## config.mk

```make
export PLATFORM = sky130hd
export DESIGN_NAME = div_arbiter
export DESIGN_NICKNAME = d
export VERILOG_FILES = /design/src/rtl/div_arb_pkg.sv /design/src/rtl/divider2.sv /design/src/rtl/div_arbiter.sv
export SDC_FILE = /design/constraint.sdc
export NUM_CORES = 1
export LEC_CHECK = 0
export BUFFER_PORTS_ARGS = -buffer_cell sky130_fd_sc_hd__buf_4
export CORE_UTILIZATION = 25
export CTS_CLUSTER_SIZE = 14
export DETAILED_ROUTE_END_ITERATION = 8
export HOLD_SLACK_MARGIN = 0.08
export PLACE_DENSITY_LB_ADDON = 0.05
export SLEW_MARGIN = 20
export SYNTH_ARGS = -nofsm -noshare
export SYNTH_HDL_FRONTEND = slang
export SYNTH_SLANG_ARGS = --single-unit
```

## constraint.sdc

```tcl
create_clock -name clk_in -period 27.4 [get_ports clk_in]
set_input_delay 4.11 -clock clk_in [delete_from_list [all_inputs] [get_ports clk_in]]
set_output_delay 4.11 -clock clk_in [all_outputs]
set_load 0.03 [all_outputs]
```

## src/rtl/div_arb_pkg.sv

```systemverilog
// Shared types, constants and the round-robin pick used by the divider arbiter.
`default_nettype none

package div_arb_pkg;

  typedef enum logic [1:0] {
    IDLE    = 2'd0,
    ISSUE   = 2'd1,
    WAIT    = 2'd2,
    RESPOND = 2'd3
  } div_arb_state_t;

  localparam int MAX_REQ             = 32;
  localparam int REQ_IDX_W           = $clog2(MAX_REQ);
  localparam int DIV_LATENCY_DEFAULT = 66;

  // Returns {found, index} of the first set bit at or after ptr, wrapping at n.
  function automatic logic [REQ_IDX_W:0] rr_select(input logic [MAX_REQ-1:0] valid,
                                                   input int n, input int ptr);
    logic                 found;
    logic [REQ_IDX_W-1:0] idx;
    int                   j;
    found = 1'b0;
    idx   = '0;
    for (int k = 0; k < MAX_REQ; k++) begin
      j = ptr + k;
      if (j >= n) j = j - n;
      if (k < n && !found) begin
        if (valid[j[REQ_IDX_W-1:0]]) begin
          found = 1'b1;
          idx   = j[REQ_IDX_W-1:0];
        end
      end
    end
    return {found, idx};
  endfunction

endpackage

`default_nettype wire

```

## src/rtl/divider2.sv

```systemverilog
// Blocking unsigned restoring divider: one quotient bit per cycle, results stable WIDTH+1 cycles after start.
`default_nettype none

module divider2 #(
  parameter int WIDTH = 64
) (
  input  logic             clk_in,
  input  logic             rst_in,
  input  logic             data_valid_in,
  input  logic [WIDTH-1:0] dividend_in,
  input  logic [WIDTH-1:0] divisor_in,
  output logic [WIDTH-1:0] quotient_out,
  output logic [WIDTH-1:0] remainder_out
);

  localparam int CNT_W = $clog2(WIDTH + 1);

  logic [WIDTH-1:0] acc;
  logic [WIDTH-1:0] quo;
  logic [WIDTH-1:0] dvs;
  logic [CNT_W-1:0] cnt;
  logic [WIDTH:0]   shifted;
  logic [WIDTH:0]   diff;

  // diff MSB set means the trial subtraction borrowed (shifted < divisor).
  assign shifted = {acc, quo[WIDTH-1]};
  assign diff    = shifted - {1'b0, dvs};

  always_ff @(posedge clk_in or posedge rst_in) begin
    if (rst_in) begin
      acc <= '0;
      quo <= '0;
      dvs <= '0;
      cnt <= '0;
    end else if (data_valid_in) begin
      acc <= '0;
      quo <= dividend_in;
      dvs <= divisor_in;
      cnt <= CNT_W'(WIDTH);
    end else if (cnt != '0) begin
      cnt <= cnt - 1'b1;
      if (diff[WIDTH]) begin
        acc <= shifted[WIDTH-1:0];
        quo <= {quo[WIDTH-2:0], 1'b0};
      end else begin
        acc <= diff[WIDTH-1:0];
        quo <= {quo[WIDTH-2:0], 1'b1};
      end
    end
  end

  assign quotient_out  = quo;
  assign remainder_out = acc;

endmodule

`default_nettype wire

```

## src/rtl/div_arbiter.sv

```systemverilog
// Round-robin arbiter that time-shares one blocking divider2 among N_REQ requesters.
`default_nettype none

module div_arbiter
  import div_arb_pkg::*;
#(
  parameter int WIDTH       = 64,
  parameter int N_REQ       = 2,
  parameter int DIV_LATENCY = DIV_LATENCY_DEFAULT
) (
  input  logic                        clk_in,
  input  logic                        rst_in,
  input  logic [N_REQ-1:0]            req_valid_in,
  input  logic [N_REQ-1:0][WIDTH-1:0] req_dividend_in,
  input  logic [N_REQ-1:0][WIDTH-1:0] req_divisor_in,
  output logic [N_REQ-1:0]            req_ready_out,
  output logic [N_REQ-1:0]            resp_valid_out,
  output logic [WIDTH-1:0]            quotient_out,
  output logic [WIDTH-1:0]            remainder_out,
  output logic                        div_by_zero_out,
  output logic                        busy_out
);

  localparam int CNT_W = $clog2(DIV_LATENCY);

  div_arb_state_t       state;
  logic [REQ_IDX_W-1:0] rr_ptr;
  logic [REQ_IDX_W-1:0] owner;
  logic [WIDTH-1:0]     dvd;
  logic [WIDTH-1:0]     dvs;
  logic [CNT_W-1:0]     cnt;
  logic [MAX_REQ-1:0]   valid_ext;
  logic [REQ_IDX_W:0]   pick;
  logic                 sel_found;
  logic [REQ_IDX_W-1:0] sel_idx;
  logic [WIDTH-1:0]     div_q;
  logic [WIDTH-1:0]     div_r;

  always_comb begin
    valid_ext              = '0;
    valid_ext[N_REQ-1:0]   = req_valid_in;
  end

  assign pick      = rr_select(valid_ext, N_REQ, int'(rr_ptr));
  assign sel_found = pick[REQ_IDX_W];
  assign sel_idx   = pick[REQ_IDX_W-1:0];

  always_comb begin
    req_ready_out = '0;
    if (state == IDLE && sel_found) req_ready_out[sel_idx] = 1'b1;
  end

  assign busy_out = (state != IDLE);

  divider2 #(.WIDTH(WIDTH)) u_divider2 (
    .clk_in        (clk_in),
    .rst_in        (rst_in),
    .data_valid_in (state == ISSUE),
    .dividend_in   (dvd),
    .divisor_in    (dvs),
    .quotient_out  (div_q),
    .remainder_out (div_r)
  );

  always_ff @(posedge clk_in or posedge rst_in) begin
    if (rst_in) begin
      state           <= IDLE;
      rr_ptr          <= '0;
      owner           <= '0;
      dvd             <= '0;
      dvs             <= '0;
      cnt             <= '0;
      resp_valid_out  <= '0;
      quotient_out    <= '0;
      remainder_out   <= '0;
      div_by_zero_out <= 1'b0;
    end else begin
      resp_valid_out <= '0;
      case (state)
        IDLE: begin
          if (sel_found) begin
            dvd    <= req_dividend_in[sel_idx];
            dvs    <= req_divisor_in[sel_idx];
            owner  <= sel_idx;
            rr_ptr <= (int'(sel_idx) == N_REQ - 1) ? '0 : sel_idx + 1'b1;
            state  <= ISSUE;
          end
        end
        ISSUE: begin
          cnt   <= CNT_W'(DIV_LATENCY - 1);
          state <= WAIT;
        end
        WAIT: begin
          if (cnt == '0) begin
            // A zero divisor still runs the full latency; only the result is overridden.
            if (dvs == '0) begin
              quotient_out    <= '1;
              remainder_out   <= dvd;
              div_by_zero_out <= 1'b1;
            end else begin
              quotient_out    <= div_q;
              remainder_out   <= div_r;
              div_by_zero_out <= 1'b0;
            end
            resp_valid_out[owner] <= 1'b1;
            state                 <= RESPOND;
          end else begin
            cnt <= cnt - 1'b1;
          end
        end
        RESPOND: state <= IDLE;
        default: state <= IDLE;
      endcase
    end
  end

endmodule

`default_nettype wire

```

==> results.toml, run 1 <==
[outcome]
status = "complete, no violations"

[final_layout]
nets = 3433
drive_gt1_frac = 0.1824
area_growth_pct = 23.52
instances_no_fill = 4441
fillCellCount = 10527

[clock_tree]
cts_tree = "done"
cts_buffers = 61
post_cts_buffers = 0
worstSkewPairLatency_ns = 0.68
numClockSinks = 477
htree_levels = 2
root_buffer = "clkbuf_16"
ctsResizeCount = 0
clk_pin_slew_ns = 0.06
hold_buffers = 0
cts_buffer_depth = 3

[place]
dp_hpwl_um = 67210
gp_congestion = 0.8782
dp_cells = 4329
dp_slack_ns = 16.97
io_buffers = 393

[floorplanning]
start_util = 0.2522
num_io_pins = 394
core_mm2 = 0.1001
rows = 116
die-area_mm2 = 0.1023
die_x_um = 319.8
die_h_um = 319.8

[synth]
synth_cells = 2810
syn_nets = 3149
syn_area_mm2 = 0.02525
seq_area_frac_synth = 0.4727
ys_warn_count = 0
async_reset_ff_frac = 1.000
synth-edff-count = 0
syn_avg_cell_area_um2 = 8.987
ys_ff_latch = 477
synth.distinct_cells = 83
synthFlopType = "dfrtp_1"

[global_routing]
grt.total_usage = 0.1794
antenna_found_initial = 0
grt_pass1_wl_um = 141100
grt_max_degree = 202
first_global_vias = 21800
grt_overflow = 0

[critical_path]
r2r-end = "dvd[25]"
reg2reg_from = "rr_ptr[0]"
cp.required_ns = 23.29
critPathSlowestCell = "nor4_1"
cp_max_fo = 69
cp-end-kind = "output port"
cp-startpoint = "req_valid_in[0]"
rrSetupSlack_ns = 22.45
worst-path-buf-inv = 2
worstSetupPathType = "input pin to output port"
cp.arrival_ns = 6.27
cp.depth = 8
critPathMostFrequentCell = "buf_4"
cp_cell_sequence = "buf_4, o211a_1, a21oi_1, nor4_1, nand2_1, nand2_4, nor2_1, buf_4"
critPathLaunchType = "input pin"
crit_end = "req_ready_out[0]"
rr_worst_depth = 14
critPathTopFamily = "simple AND/OR/NAND/NOR gates"
cpPeakStageDelay_ns = 0.66

[timing]
max_freq_ghz = 0.09630
slew_headroom = 0.2802
grt_setup_unrepaired = "no"
finClkSkew_ns = 0.01982
hold_viol = 0
fin_crit_ns = 10.38
setup_ws_ns = 17.02
slew_violations = 0
period_share = 0.3790
worst_hold_slack_ns = 0.4537
tns_ns = 0
tightest_slew_ns = 1.080
setup_viol = 0

[flow_run]
cap_violations = 0

[detailed_routing]
viasPerCell = 4.835
dr_total_vias = 21472
drt-total-wl_um = 92440
wire_per_inst_um = 20.81
first_pass_iters = 4
initialDrtViolationCount = 1070
drc = 0
detail-route-antenna-nets = 0

[power]
peakVddDrop_mv = 0.04859
power_density_mw_per_mm2 = 91.09
p_leak_nw = 13.78

[worst_hold_path]
hp-class = "flip-flop to flip-flop"
[state kept, by name (all words and copies together), names as in the netlist]
signal                    cells
quotient_out                 64
resp_valid_out                2
state                         2
dvd                          64
u_divider2.cnt                7
cnt                           7
rr_ptr                        5
owner                         5
remainder_out                64
u_divider2.quotient_out      64
u_divider2.dvs               64
dvs                          64
div_by_zero_out               1
u_divider2.remainder_out     64
[placed cells by master, fill, tap and decap left out, types with 10 or more instances in the layout]
cell type / count
nand2_2: 10
a31oi_1: 13
a211oi_1: 29
a21oi_1: 105
mux2i_1: 132
and2_1: 10
clkbuf_8: 14
a21o_1: 20
nand3_1: 37
a311oi_2: 20
o21ai_0: 391
nand4_1: 21
xnor2_1: 48
o21ai_1: 17
nor4_1: 25
ha_1: 77
clkbuf_16: 62
xor2_1: 15
nand2_1: 525
nand2b_1: 12
inv_1: 90
a22oi_1: 130
dfrtp_1: 477
nor3_1: 69
clkbuf_1: 21
o21bai_1: 11
a311oi_1: 16
buf_4: 414
nor2_1: 185
[where the power goes]
| group | internal, mW | switching (mW) | total, mW |
|---|---|---|---|
| clock | 0.461 | 0.329 | 0.790 |
| sequential | 0.802 | 0.142 | 0.944 |
| combinational | 0.462 | 0.646 | 1.11 |
| total | 1.73 | 1.12 | 2.84 |
[area by class of cell]
type	count	area, um^2	share of cell area
Inverter	92	355.3	0.01139
Tap cell	1298	1624	0.05206
Sequential cell	477	11940	0.3827
Multi-Input combinational cell	2045	12170	0.3902
Clock buffer	97	1823	0.05844
Timing Repair Buffer	417	3159	0.1013
Antenna cell	2	5.005	0.0001604
Clock inverter	13	118.9	0.003811
[per-stage QoR]
stage,total power [mW],util,cell area [um^2]
5_1_grt,3.042,0.3114,31190
3_3_place_gp,2.069,0.2920,29240
2_1_floorplan,1.735,-,25250
3_5_place_dp,2.071,0.2920,29240
6_report,2.841,0.3115,31190
4_1_cts,2.889,0.3114,31180
[cells by family (layout without fill, tap and decap cells)]
family | count (synthesis) | after routing | share of synthesized area
adder cells (fa/ha/maj) | 79 | 79 | 0.03944
flip-flops | 477 | 477 | 0.4727
multiplexers | 134 | 134 | 0.05321
AO/OA/AOI/OAI | 823 | 823 | 0.2040
buffers and inverters | 288 | 619 | 0.04811
XOR/XNOR | 63 | 63 | 0.02185
other | 2 | 4 | 0.0002974
AND/OR/NAND/NOR | 944 | 944 | 0.1604
[synthesized netlist by cell type, types with 4 or more instances]
library cell    n  area (um^2)
xnor2_1        48        420.4
a21o_1         20        150.1
nor2b_1         8        50.05
nor4_1         27        168.9
o21a_1          9        67.56
nand4_1        21        131.4
a21boi_0        5        37.54
dfrtp_1       477        11940
o21bai_1       11        82.58
mux2i_1       132         1321
ha_1           78        975.9
o21ai_1        18        90.09
buf_6           5        56.30
o21ai_0       391         1957
or3_1           4        25.02
nor3_1         69        345.3
nand3b_1        9        67.56
nand2_1       527         1978
o31ai_1         5        37.54
a311oi_2       20        300.3
and3_1          8        50.05
inv_1          92        345.3
a211oi_1       29        217.7
xor2_1         15        131.4
nor2_1        187        701.9
a22oi_1       130        975.9
buf_2          41        205.2
o211ai_1        7        52.55
and2_1         11        68.82
a21oi_1       105        525.5
nand2b_1       12        75.07
buf_1           6        22.52
a31oi_1        13        81.33
buf_4           4        30.03
a311oi_1       16        140.1
a21oi_2         4        35.03
nand3_1        37        185.2
nand2_2        10        62.56
clkbuf_1      136        510.5
[metal layers]
metal  global-route usage  wire (um)
met1               0.2675      47290
met2               0.2678      39410
met3              0.02976       3878
met4              0.04028       1862
met5                    0          0
[how the worst min path moves through the flow]
stage	cells after the start	from	endpoint	slack, ns
final	1	owner[0]	resp_valid_out[0]	0.45
after global placement	1	owner[0]	resp_valid_out[0]	0.42
after detailed placement	1	owner[0]	resp_valid_out[0]	0.45
after floorplan	1	owner[0]	resp_valid_out[0]	0.40
after global routing	1	owner[2]	owner[2]	0.50
after CTS	1	owner[0]	resp_valid_out[0]	0.46
No activity file was read; power rests on OpenSTA's default activity.
==> run 2: changes to the inputs <==
- clock period: 27.4 -> 9.43 ns (I/O delays scaled with it)
==> run 2 against run 1 <==
Against the previous run: sequential cell count unchanged; sequential share of layout area shrank 0.21 points; sequential power rose to 2.9 times the previous value; clock skew shrank 0.0076 ns; non-clock buffer count stayed put; global-route usage shrank 0.22 points; worst hold slack worse by 0.013 ns; utilization grew 0.17 points; final cell count about the same; critical path depth rose by 5; clock power rose to 3.1 times the previous value; register-to-register slack got worse by 18 ns; largest cell class unchanged; largest power group unchanged.
==> results.toml, run 2 (synthesized netlist as in run 1, its figures left out) <==
[global_routing]
grt.total_usage = 0.1771
grt_max_degree = 197
antenna_found_initial = 1
grt_pass1_wl_um = 140200
grt_overflow = 0
first_global_vias = 21683

[clock_tree]
cts_buffer_depth = 3
root_buffer = "clkbuf_16"
cts_buffers = 60
cts_tree = "done"
post_cts_buffers = 0
clk_pin_slew_ns = 0.06
hold_buffers = 0
worstSkewPairLatency_ns = 0.65
htree_levels = 2
ctsResizeCount = 0
numClockSinks = 477

[timing]
slew_headroom = 0.2613
hold_viol = 0
setup_ws_ns = 3.574
tns_ns = 0
fin_crit_ns = 5.856
grt_setup_unrepaired = "no"
slew_violations = 0
period_share = 0.6210
tightest_slew_ns = 1.108
max_freq_ghz = 0.1708
setup_viol = 0
finClkSkew_ns = 0.01224

[worst_hold_path]
holdPathEnd = "resp_valid_out[0]"
hold_depth = 1
holdCritStartpoint = "owner[0]"
hp-class = "flip-flop to flip-flop"

[critical_path]
critPathSlowestCell = "buf_4"
cp.required_ns = 8.02
r2r-end = "dvs[48]"
rrSetupSlack_ns = 4.58
critPathLaunchType = "flip-flop"
cpPeakStageDelay_ns = 0.66
rr_worst_depth = 14
worstSetupPathType = "flip-flop to output port"
worst-path-buf-inv = 3
cp_max_fo = 73
cp-end-kind = "output port"
cp.arrival_ns = 4.44
critPathTopFamily = "simple AND/OR/NAND/NOR gates"
reg2reg_from = "rr_ptr[0]"
cp_cell_sequence = "inv_1, ha_1, ha_1, nor2b_1, a21oi_1, o211a_1, a21oi_1, nor4_1, nand2_1, nand2_4, buf_4, nor2_1, buf_4"

[power]
p_clk_frac = 0.294
p_comb_frac = 0.380
switching_share = 0.3813
switchingPower_mw = 3.192
power_density_mw_per_mm2 = 266.9
power_frac_seq = 0.325
peakVddDrop_mv = 0.1678
p_leak_nw = 13.85
p_int_mw = 5.178

[detailed_routing]
initialDrtViolationCount = 1136
drc = 0
first_pass_iters = 7
drt-total-wl_um = 91690
wire_per_inst_um = 20.65
dr_total_vias = 21537
viasPerCell = 4.851
detail-route-antenna-nets = 0

[floorplanning]
core_mm2 = 0.1001
num_io_pins = 394
rows = 116
die-area_mm2 = 0.1023
die_h_um = 319.8
die_x_um = 319.8
start_util = 0.2522

[final_layout]
nets = 3432
area_growth_pct = 24.20
final_cell_mix = "525 x nand2_1, 477 x dfrtp_1, 413 x buf_4"
antenna-diode-count = 0
final_common_cell = "nand2_1"
drive_gt1_frac = 0.1833

[place]
gp_congestion = 0.8482
dp_slack_ns = 4.183
dp_hpwl_um = 66180
io_buffers = 393

[outcome]
status = "complete, no violations"

[flow_run]
cap_violations = 0
-- run 2: cell types whose count changed in the layout (fill, tap and decap cells not counted), sizes merged --
cell and delta:
diode -2, clkinv -3, clkinvlp +1, bufinv +7, clkbuf -4
-- run 2: layout make-up --
cell class	instances	area (um^2)
clock buffers	93	1777
clock inverters	18	322.8
fillers	10527	68780
inverters	92	351.6
multi-input cells	2045	12170
flip-flops and latches	477	11940
well taps	1298	1624
repair buffers	417	3181
-- run 2: through the flow --
stage / total power [mW] / instances / utilization / hold WS, ns / cell area (um^2)
final: 8.370 / 4440 / 0.3132 / 0.4409 / 31370
after global routing: 8.965 / 4440 / 0.3132 / 0.4878 / 31370
after CTS: 8.493 / 4440 / 0.3132 / 0.4501 / 31370
after detailed placement: 5.961 / 4329 / 0.2922 / 0.4282 / 29270
after global placement: 5.939 / 4329 / 0.2922 / 0.4211 / 29270
after floorplan: 5.043 / 2810 / - / 0.4021 / 25260
-- run 2: worst max-delay path by stage --
stage               cells after the start  slack [ns]            start          endpoint
floorplan                               1        1.55           rst_in            cnt[0]
global placement                        9        4.25  req_valid_in[0]  req_ready_out[0]
detailed placement                      9        4.18  req_valid_in[0]  req_ready_out[0]
CTS                                    13        3.46        rr_ptr[0]  req_ready_out[0]
global route                           13        3.15        rr_ptr[0]  req_ready_out[0]
finish                                 13        3.57        rr_ptr[0]  req_ready_out[0]
-- run 2: power groups by stage --
stage               clock (mW)  sequential (mW)  combinational, mW
floorplan                    0             2.55               2.50
global placement             0             2.76               3.18
detailed placement           0             2.76               3.20
CTS                       2.56             2.73               3.21
global route              2.64             2.77               3.56
finish                    2.46             2.72               3.18
-- run 2: layer usage --
layer  track usage  share of wire  up-vias  wire [um]
li1              -              -    10478          -
met1        0.2653           0.51    10457      46640
met2        0.2661           0.43      507      39250
met3       0.02736          0.046       95       4185
met4       0.03643          0.018        0       1614
met5             0              0        -          0
